==> config.mk <==
export PLATFORM = sky130hd
export DESIGN_NAME = seq_sdiv_flat
export DESIGN_NICKNAME = d
export VERILOG_FILES = /design/src/rtl/seq_sdiv_if.sv /design/src/rtl/seq_sdiv.sv /design/src/flat_wrapper.sv
export SDC_FILE = /design/constraint.sdc
export NUM_CORES = 1
export LEC_CHECK = 0
export CORE_MARGIN = 8
export CORE_UTILIZATION = 52
export CTS_BUF_LIST = sky130_fd_sc_hd__clkbuf_4 sky130_fd_sc_hd__clkbuf_8
export CTS_CLUSTER_DIAMETER = 60
export DETAILED_ROUTE_END_ITERATION = 8
export DONT_BUFFER_PORTS = 1
export PLACE_DENSITY_LB_ADDON = 0.08
export SLEW_MARGIN = 5
export SYNTH_ARGS = -nofsm -noshare
export SYNTH_HDL_FRONTEND = slang
export SYNTH_SLANG_ARGS = --single-unit
==> constraint.sdc <==
create_clock -name clk -period 2.58 [get_ports clk]
set_input_delay 0.387 -clock clk [delete_from_list [all_inputs] [get_ports clk]]
set_output_delay 0.387 -clock clk [all_outputs]
set_load 0.05 [all_outputs]
==> src/rtl/seq_sdiv_if.sv <==
// Handshake bundle for the sequential signed divider: operand request channel and result channel.
interface seq_sdiv_if #(
    parameter int DW = 8
);
    logic              in_valid;
    logic              in_ready;
    logic [2*DW-1:0]   dividend;
    logic [DW-1:0]     divisor;
    logic              out_valid;
    logic              out_ready;
    logic [2*DW-1:0]   quot;
    logic [DW-1:0]     rem;
    logic              div0;
    logic              ovf;

    modport master (
        output in_valid, dividend, divisor, out_ready,
        input  in_ready, out_valid, quot, rem, div0, ovf
    );

    modport slave (
        input  in_valid, dividend, divisor, out_ready,
        output in_ready, out_valid, quot, rem, div0, ovf
    );
endinterface

==> src/rtl/seq_sdiv.sv <==
// Sequential signed divider: 2*DW-by-DW restoring division on magnitudes, one quotient bit per cycle,
// followed by a sign-fix cycle. Divide-by-zero and the single overflow case bypass the iteration.
module seq_sdiv #(
    parameter int DW = 8
) (
    input  logic      clk,
    input  logic      rst_n,
    seq_sdiv_if.slave bus
);
    localparam int QW = 2 * DW;
    localparam int CW = $clog2(QW);

    typedef enum logic [1:0] {IDLE, BUSY, FIX, DONE} state_t;

    state_t          state, state_nxt;
    logic [CW-1:0]   count;
    logic [QW-1:0]   quot_q;
    logic [DW-1:0]   rem_q;
    logic [DW-1:0]   dmag;
    logic            sign_n, sign_d;
    logic            div0_q, ovf_q;

    logic            is_zero, is_ovf, last;
    logic [QW-1:0]   nmag_in;
    logic [DW-1:0]   dmag_in;
    logic [DW:0]     shifted, trial;

    assign is_zero = (bus.divisor == '0);
    assign is_ovf  = (bus.dividend == {1'b1, {(QW-1){1'b0}}}) && (bus.divisor == '1);
    assign last    = (count == CW'(QW - 1));
    assign nmag_in = bus.dividend[QW-1] ? -bus.dividend : bus.dividend;
    assign dmag_in = bus.divisor[DW-1]  ? -bus.divisor  : bus.divisor;

    // Partial remainder stays below dmag <= 2^(DW-1), so the shifted value never reaches bit DW
    // and trial[DW] is a clean borrow.
    assign shifted = {rem_q, quot_q[QW-1]};
    assign trial   = shifted - {1'b0, dmag};

    assign bus.quot = quot_q;
    assign bus.rem  = rem_q;
    assign bus.div0 = div0_q;
    assign bus.ovf  = ovf_q;

    // NOTE: sequential state uses non-blocking assignments so every register samples pre-edge values.
    always_ff @(posedge clk or negedge rst_n) begin
        if (!rst_n) state <= IDLE;
        else        state <= state_nxt;
    end

    // NOTE: every output of this block is defaulted first, so no path can infer a latch.
    always_comb begin
        state_nxt     = state;
        bus.in_ready  = 1'b0;
        bus.out_valid = 1'b0;
        case (state)
            IDLE: begin
                bus.in_ready = 1'b1;
                if (bus.in_valid) state_nxt = (is_zero || is_ovf) ? DONE : BUSY;
            end
            BUSY: if (last) state_nxt = FIX;
            FIX:  state_nxt = DONE;
            DONE: begin
                bus.out_valid = 1'b1;
                if (bus.out_ready) state_nxt = IDLE;
            end
            default: state_nxt = IDLE;
        endcase
    end

    // Quotient and remainder registers double as the working registers during the iteration.
    always_ff @(posedge clk or negedge rst_n) begin
        if (!rst_n) begin
            count  <= '0;
            quot_q <= '0;
            rem_q  <= '0;
            dmag   <= '0;
            sign_n <= 1'b0;
            sign_d <= 1'b0;
            div0_q <= 1'b0;
            ovf_q  <= 1'b0;
        end else begin
            case (state)
                IDLE: if (bus.in_valid) begin
                    count  <= '0;
                    sign_n <= bus.dividend[QW-1];
                    sign_d <= bus.divisor[DW-1];
                    div0_q <= is_zero;
                    ovf_q  <= is_ovf;
                    rem_q  <= '0;
                    dmag   <= dmag_in;
                    if (is_zero)     quot_q <= '1;
                    else if (is_ovf) quot_q <= bus.dividend;
                    else             quot_q <= nmag_in;
                end
                BUSY: begin
                    count  <= count + 1'b1;
                    quot_q <= {quot_q[QW-2:0], ~trial[DW]};
                    rem_q  <= trial[DW] ? shifted[DW-1:0] : trial[DW-1:0];
                end
                FIX: begin
                    if (sign_n ^ sign_d) quot_q <= -quot_q;
                    if (sign_n)          rem_q  <= -rem_q;
                end
                default: ;
            endcase
        end
    end
endmodule

==> src/flat_wrapper.sv <==
// flat-port wrapper written by rule: the top's interface ports become plain ports
module seq_sdiv_flat 
#(
    parameter int DW = 8
)
  (clk, rst_n, bus_in_valid, bus_dividend, bus_divisor, bus_out_ready, bus_in_ready, bus_out_valid, bus_quot, bus_rem, bus_div0, bus_ovf);
  seq_sdiv_if #(.DW(DW)) bus_i ();
  input  logic clk;
  input  logic rst_n;
  input wire logic [$bits(bus_i.in_valid)-1:0] bus_in_valid;
  input wire logic [$bits(bus_i.dividend)-1:0] bus_dividend;
  input wire logic [$bits(bus_i.divisor)-1:0] bus_divisor;
  input wire logic [$bits(bus_i.out_ready)-1:0] bus_out_ready;
  output wire logic [$bits(bus_i.in_ready)-1:0] bus_in_ready;
  output wire logic [$bits(bus_i.out_valid)-1:0] bus_out_valid;
  output wire logic [$bits(bus_i.quot)-1:0] bus_quot;
  output wire logic [$bits(bus_i.rem)-1:0] bus_rem;
  output wire logic [$bits(bus_i.div0)-1:0] bus_div0;
  output wire logic [$bits(bus_i.ovf)-1:0] bus_ovf;
  assign bus_i.in_valid = bus_in_valid;
  assign bus_i.dividend = bus_dividend;
  assign bus_i.divisor = bus_divisor;
  assign bus_i.out_ready = bus_out_ready;
  assign bus_in_ready = bus_i.in_ready;
  assign bus_out_valid = bus_i.out_valid;
  assign bus_quot = bus_i.quot;
  assign bus_rem = bus_i.rem;
  assign bus_div0 = bus_i.div0;
  assign bus_ovf = bus_i.ovf;
  seq_sdiv #(.DW(DW)) u_core (.clk(clk), .rst_n(rst_n), .bus(bus_i));
endmodule
==> out/qor.csv <==
stage,metric,value,unit
run_status,outcome,completed,
grt,All-Layer GR Usage,0.214,
die,IO Count,56,
cells_and_area,area of the multi-input gates,2300,µm²
worst_hold_path,worst min path class,input pin to flip-flop,
logic_synthesis,sequential area share after synthesis,0.301,
cells_and_area,ANT cells,0,
place,Final HPWL DP,7.73,mm
drt,Pre-antenna DRT Iters,5,
logic_synthesis,Post-synth EDFFs,0,
place,PortBufs,0,
sta,Final Skew,0.00724,ns
power,Clk network pwr share,0.073,
cts,Clock Sinks,42,
sta,fmax,0.416,GHz
cells_and_area,area delta synth->final,13.6,%
worst_setup_path,CP required,2.83,ns
logic_synthesis,Synth cell types,62,
power,Seq pwr share,0.210,
cells_and_area,Non-Filler Instances,537,
sta,"Setup violations, final",0,
cts,H-tree depth,2,
logic_synthesis,area of the mapped netlist,3500,µm²
worst_setup_path,Worst path slowest cell,a2111oi_1,
sta,final slew viol count,0,
cts,post-CTS setup buffers,0,
logic_synthesis,Avg Inst Size Synth,8.17,µm²
run,Max-cap violations,0,
die,Starting Density,0.526,
power,peak supply drop,0.667,mV
power,Combinational Power Share,0.717,
place,GPL Wtd Cong,0.898,
drt,DRT iter0 DRCs,324,
grt,met1 Usage GRT,0.297,
die,chip height,98.0,µm
cells_and_area,Register Area,1050,µm²
grt,first-pass GRT wire length,16.7,mm
sta,fin crit share,0.932,
die,die area,9600,µm²
cts,"Clk pin slew, worst setup/hold paths",0.09,ns
drt,wire per inst,18.9,µm
worst_setup_path,CP Capture Type,flip-flop,
drt,final WL,10.1,mm
power,Pwr Total,6.06,mW
drt,DR DRC count,0,
sta,RSZ-0062 raised after global routing,false,
die,Die Wd,98.0,µm
logic_synthesis,Synth Register Bits,42,
logic_synthesis,YS warnings,0,
sta,WHS,0.236,ns
cells_and_area,"commonest non-fill, non-tap cell in the layout",nand2_1,
power,Sw Ratio,0.550,
die,Core Area,6640,µm²
cts,CTS tree,yes,
power,Leakage,1.74,nW
sta,Setup TNS Final,0,ns
grt,global routing usage on met3,0.0626,
die,row cnt,30,
grt,initial antenna violation count,0,
power,PD cells,1530,nW/µm²
grt,GRT Residual Overflow,0,
place,placed insts,528,
worst_setup_path,crit path kind,flip-flop to flip-flop,
grt,maximum number of pins on one net before global-route repair,43,
cells_and_area,Finished Cell Area,3970,µm²
sta,"Hold Violations, Final",0,
cells_and_area,filler cell count,634,
logic_synthesis,"FFs w/ async S/R, synth",1.00,
drt,Final ANT Viol Nets,0,
cells_and_area,share of layout cells above drive strength 1,0.160,
grt,met2 Track Usage GR,0.316,
cts,clock buffer depth,2,
sta,Final Critical Period,2.40,ns
cts,cts bufs inserted,5,
worst_setup_path,"Arr. time, crit path",2.65,ns
sta,Slew headroom,0.485,
grt,Top Usage Layer GRT,met2,
worst_setup_path,CP Max Fanout,3,
power,internal power,2.73,mW
logic_synthesis,Synth Flop Type,dfrtp_1,
sta,Slew @ Worst Pin,0.773,ns
logic_synthesis,Mapped Nets,475,
cts,clk_lat worst skew,0.30,ns
grt,vias in the first global route,3261,
cells_and_area,fin nets,504,
power,Sw Pwr,3.33,mW
cells_and_area,highest-count cells in the layout ignoring fill and taps,"nand2_1, buf_4, dfrtp_1",
drt,via count,3430,
worst_setup_path,max incr delay on CP,0.44,ns
worst_setup_path,CP Cell Sequence,inv_1 -> ha_1 -> fa_1 -> nor2b_1 -> o2111ai_2 -> nand3b_1 -> xnor2_1 -> a2111oi_1 -> a211o_1,
logic_synthesis,synthesized instance count,428,
drt,drt via density,6.39,
place,Area after DPL,3830,µm²
worst_setup_path,crit start category,flip-flop,
cts,Root Driver,clkbuf_8,
-- cells in the mapped netlist (5+ instances only) --
| library cell | number | area share |
|---|---|---|
| xnor2_1 | 9 | 0.023 |
| dfrtp_1 | 42 | 0.30 |
| xor2_1 | 16 | 0.040 |
| nand2_1 | 52 | 0.056 |
| ha_1 | 18 | 0.064 |
| nor3_1 | 13 | 0.019 |
| nor2_1 | 17 | 0.018 |
| o21ai_0 | 39 | 0.056 |
| nand3_1 | 14 | 0.020 |
| a21oi_1 | 22 | 0.031 |
| or3_1 | 8 | 0.014 |
| o31ai_1 | 11 | 0.024 |
| nor2b_1 | 6 | 0.011 |
| a31oi_1 | 6 | 0.011 |
| a21o_1 | 6 | 0.013 |
| a22oi_1 | 9 | 0.019 |
| o311ai_0 | 5 | 0.013 |
| clkbuf_1 | 19 | 0.020 |
| inv_1 | 24 | 0.026 |
| mux2_2 | 5 | 0.016 |
| nand2b_1 | 8 | 0.014 |
-- power by group through the flow --
| stage | logic (mW) | clock network (mW) | registers (mW) |
|---|---|---|---|
| 2_1_floorplan | 2.56 | 0 | 1.76 |
| 3_3_place_gp | 4.15 | 0 | 1.27 |
| 3_5_place_dp | 4.23 | 0 | 1.28 |
| 6_report | 4.34 | 0.439 | 1.27 |
| 5_1_grt | 4.78 | 0.470 | 1.31 |
| 4_1_cts | 4.27 | 0.446 | 1.27 |
-- final timing paths --
path / slack, ns / from / to / cells past startpoint
setup / recovery: 0.18 / u_core.bus.quot[15]$_DFFE_PN0P_ / u_core.bus.rem[6]$_DFFE_PN0P_ / 9
hold / removal: 0.24 / bus_dividend[15] / u_core.sign_n$_DFFE_PN0P_ / 1
setup reg to reg: 0.18 / u_core.bus.quot[15]$_DFFE_PN0P_ / u_core.bus.rem[6]$_DFFE_PN0P_ / 9
hold reg to reg: 0.49 / u_core.dmag[6]$_DFFE_PN0P_ / u_core.dmag[6]$_DFFE_PN0P_ / 2
max in group asynchronous: 1.78 / rst_n / u_core.bus.quot[8]$_DFFE_PN0P_ / 2
min in group asynchronous: 0.58 / rst_n / u_core.bus.rem[5]$_DFFE_PN0P_ / 2
-- sequential cells by signal, summed over array words and instances, names as in the netlist --
register / flops
u_core.count: 4
u_core.bus.quot: 16
u_core.bus.ovf: 1
u_core.state: 2
u_core.bus.div0: 1
u_core.dmag: 8
u_core.sign_d: 1
u_core.bus.rem: 8
u_core.sign_n: 1
-- through the flow --
step	worst slack, ns	utilization
finish	0.176	0.598
global placement	0.0263	0.576
global route	0.0325	0.598
detailed placement	-0.0101	0.576
CTS	0.0808	0.594
floorplan	0.0129	-
-- worst max-delay path, delay by kind of cell, from the launching register on --
kind / cells / cell delay [ns]
and+or+nand+nor: 2 / 0.41
adders and majority gates: 2 / 0.64
AOI/OAI and AO/OA: 3 / 0.76
DFF: 1 / 0.37
xor gates and xnor gates: 1 / 0.11
buffers and inverters: 1 / 0.06
-- cells by family (layout without fill, tap and decap cells) --
family                     after synthesis  after routing  share of synthesized area
AOI/OAI and AO/OA                      137            137                      0.268
DFF                                     42             42                      0.301
xor gates and xnor gates                25             25                     0.0626
adders and majority gates               19             19                     0.0702
and+or+nand+nor                        153            153                      0.226
muxes                                    7              7                     0.0233
buffers and inverters                   45             74                     0.0494
-- layout make-up --
type / count / area share
sequential: 42 / 0.265
timing repair buffer: 43 / 0.0870
clock inverter: 2 / 0.00378
multi-input combinational: 341 / 0.579
clock buffer: 5 / 0.0173
inverter: 24 / 0.0227
tap: 80 / 0.0252
-- repair_timing --
action	4_1_cts	5_1_grt
endpoints found under the hold margin	42	0
setup endpoints to repair	0	8
hold buffers	2	0
resized for setup	0	6
-- routing by layer --
| layer | part of all wire | vias to the layer above |
|---|---|---|
| met2 | 0.43 | 131 |
| li1 | - | 1652 |
| met5 | 0 | - |
| met4 | 0.011 | 0 |
| met1 | 0.46 | 1636 |
| met3 | 0.10 | 11 |
(Power assumes the default switching activity.)
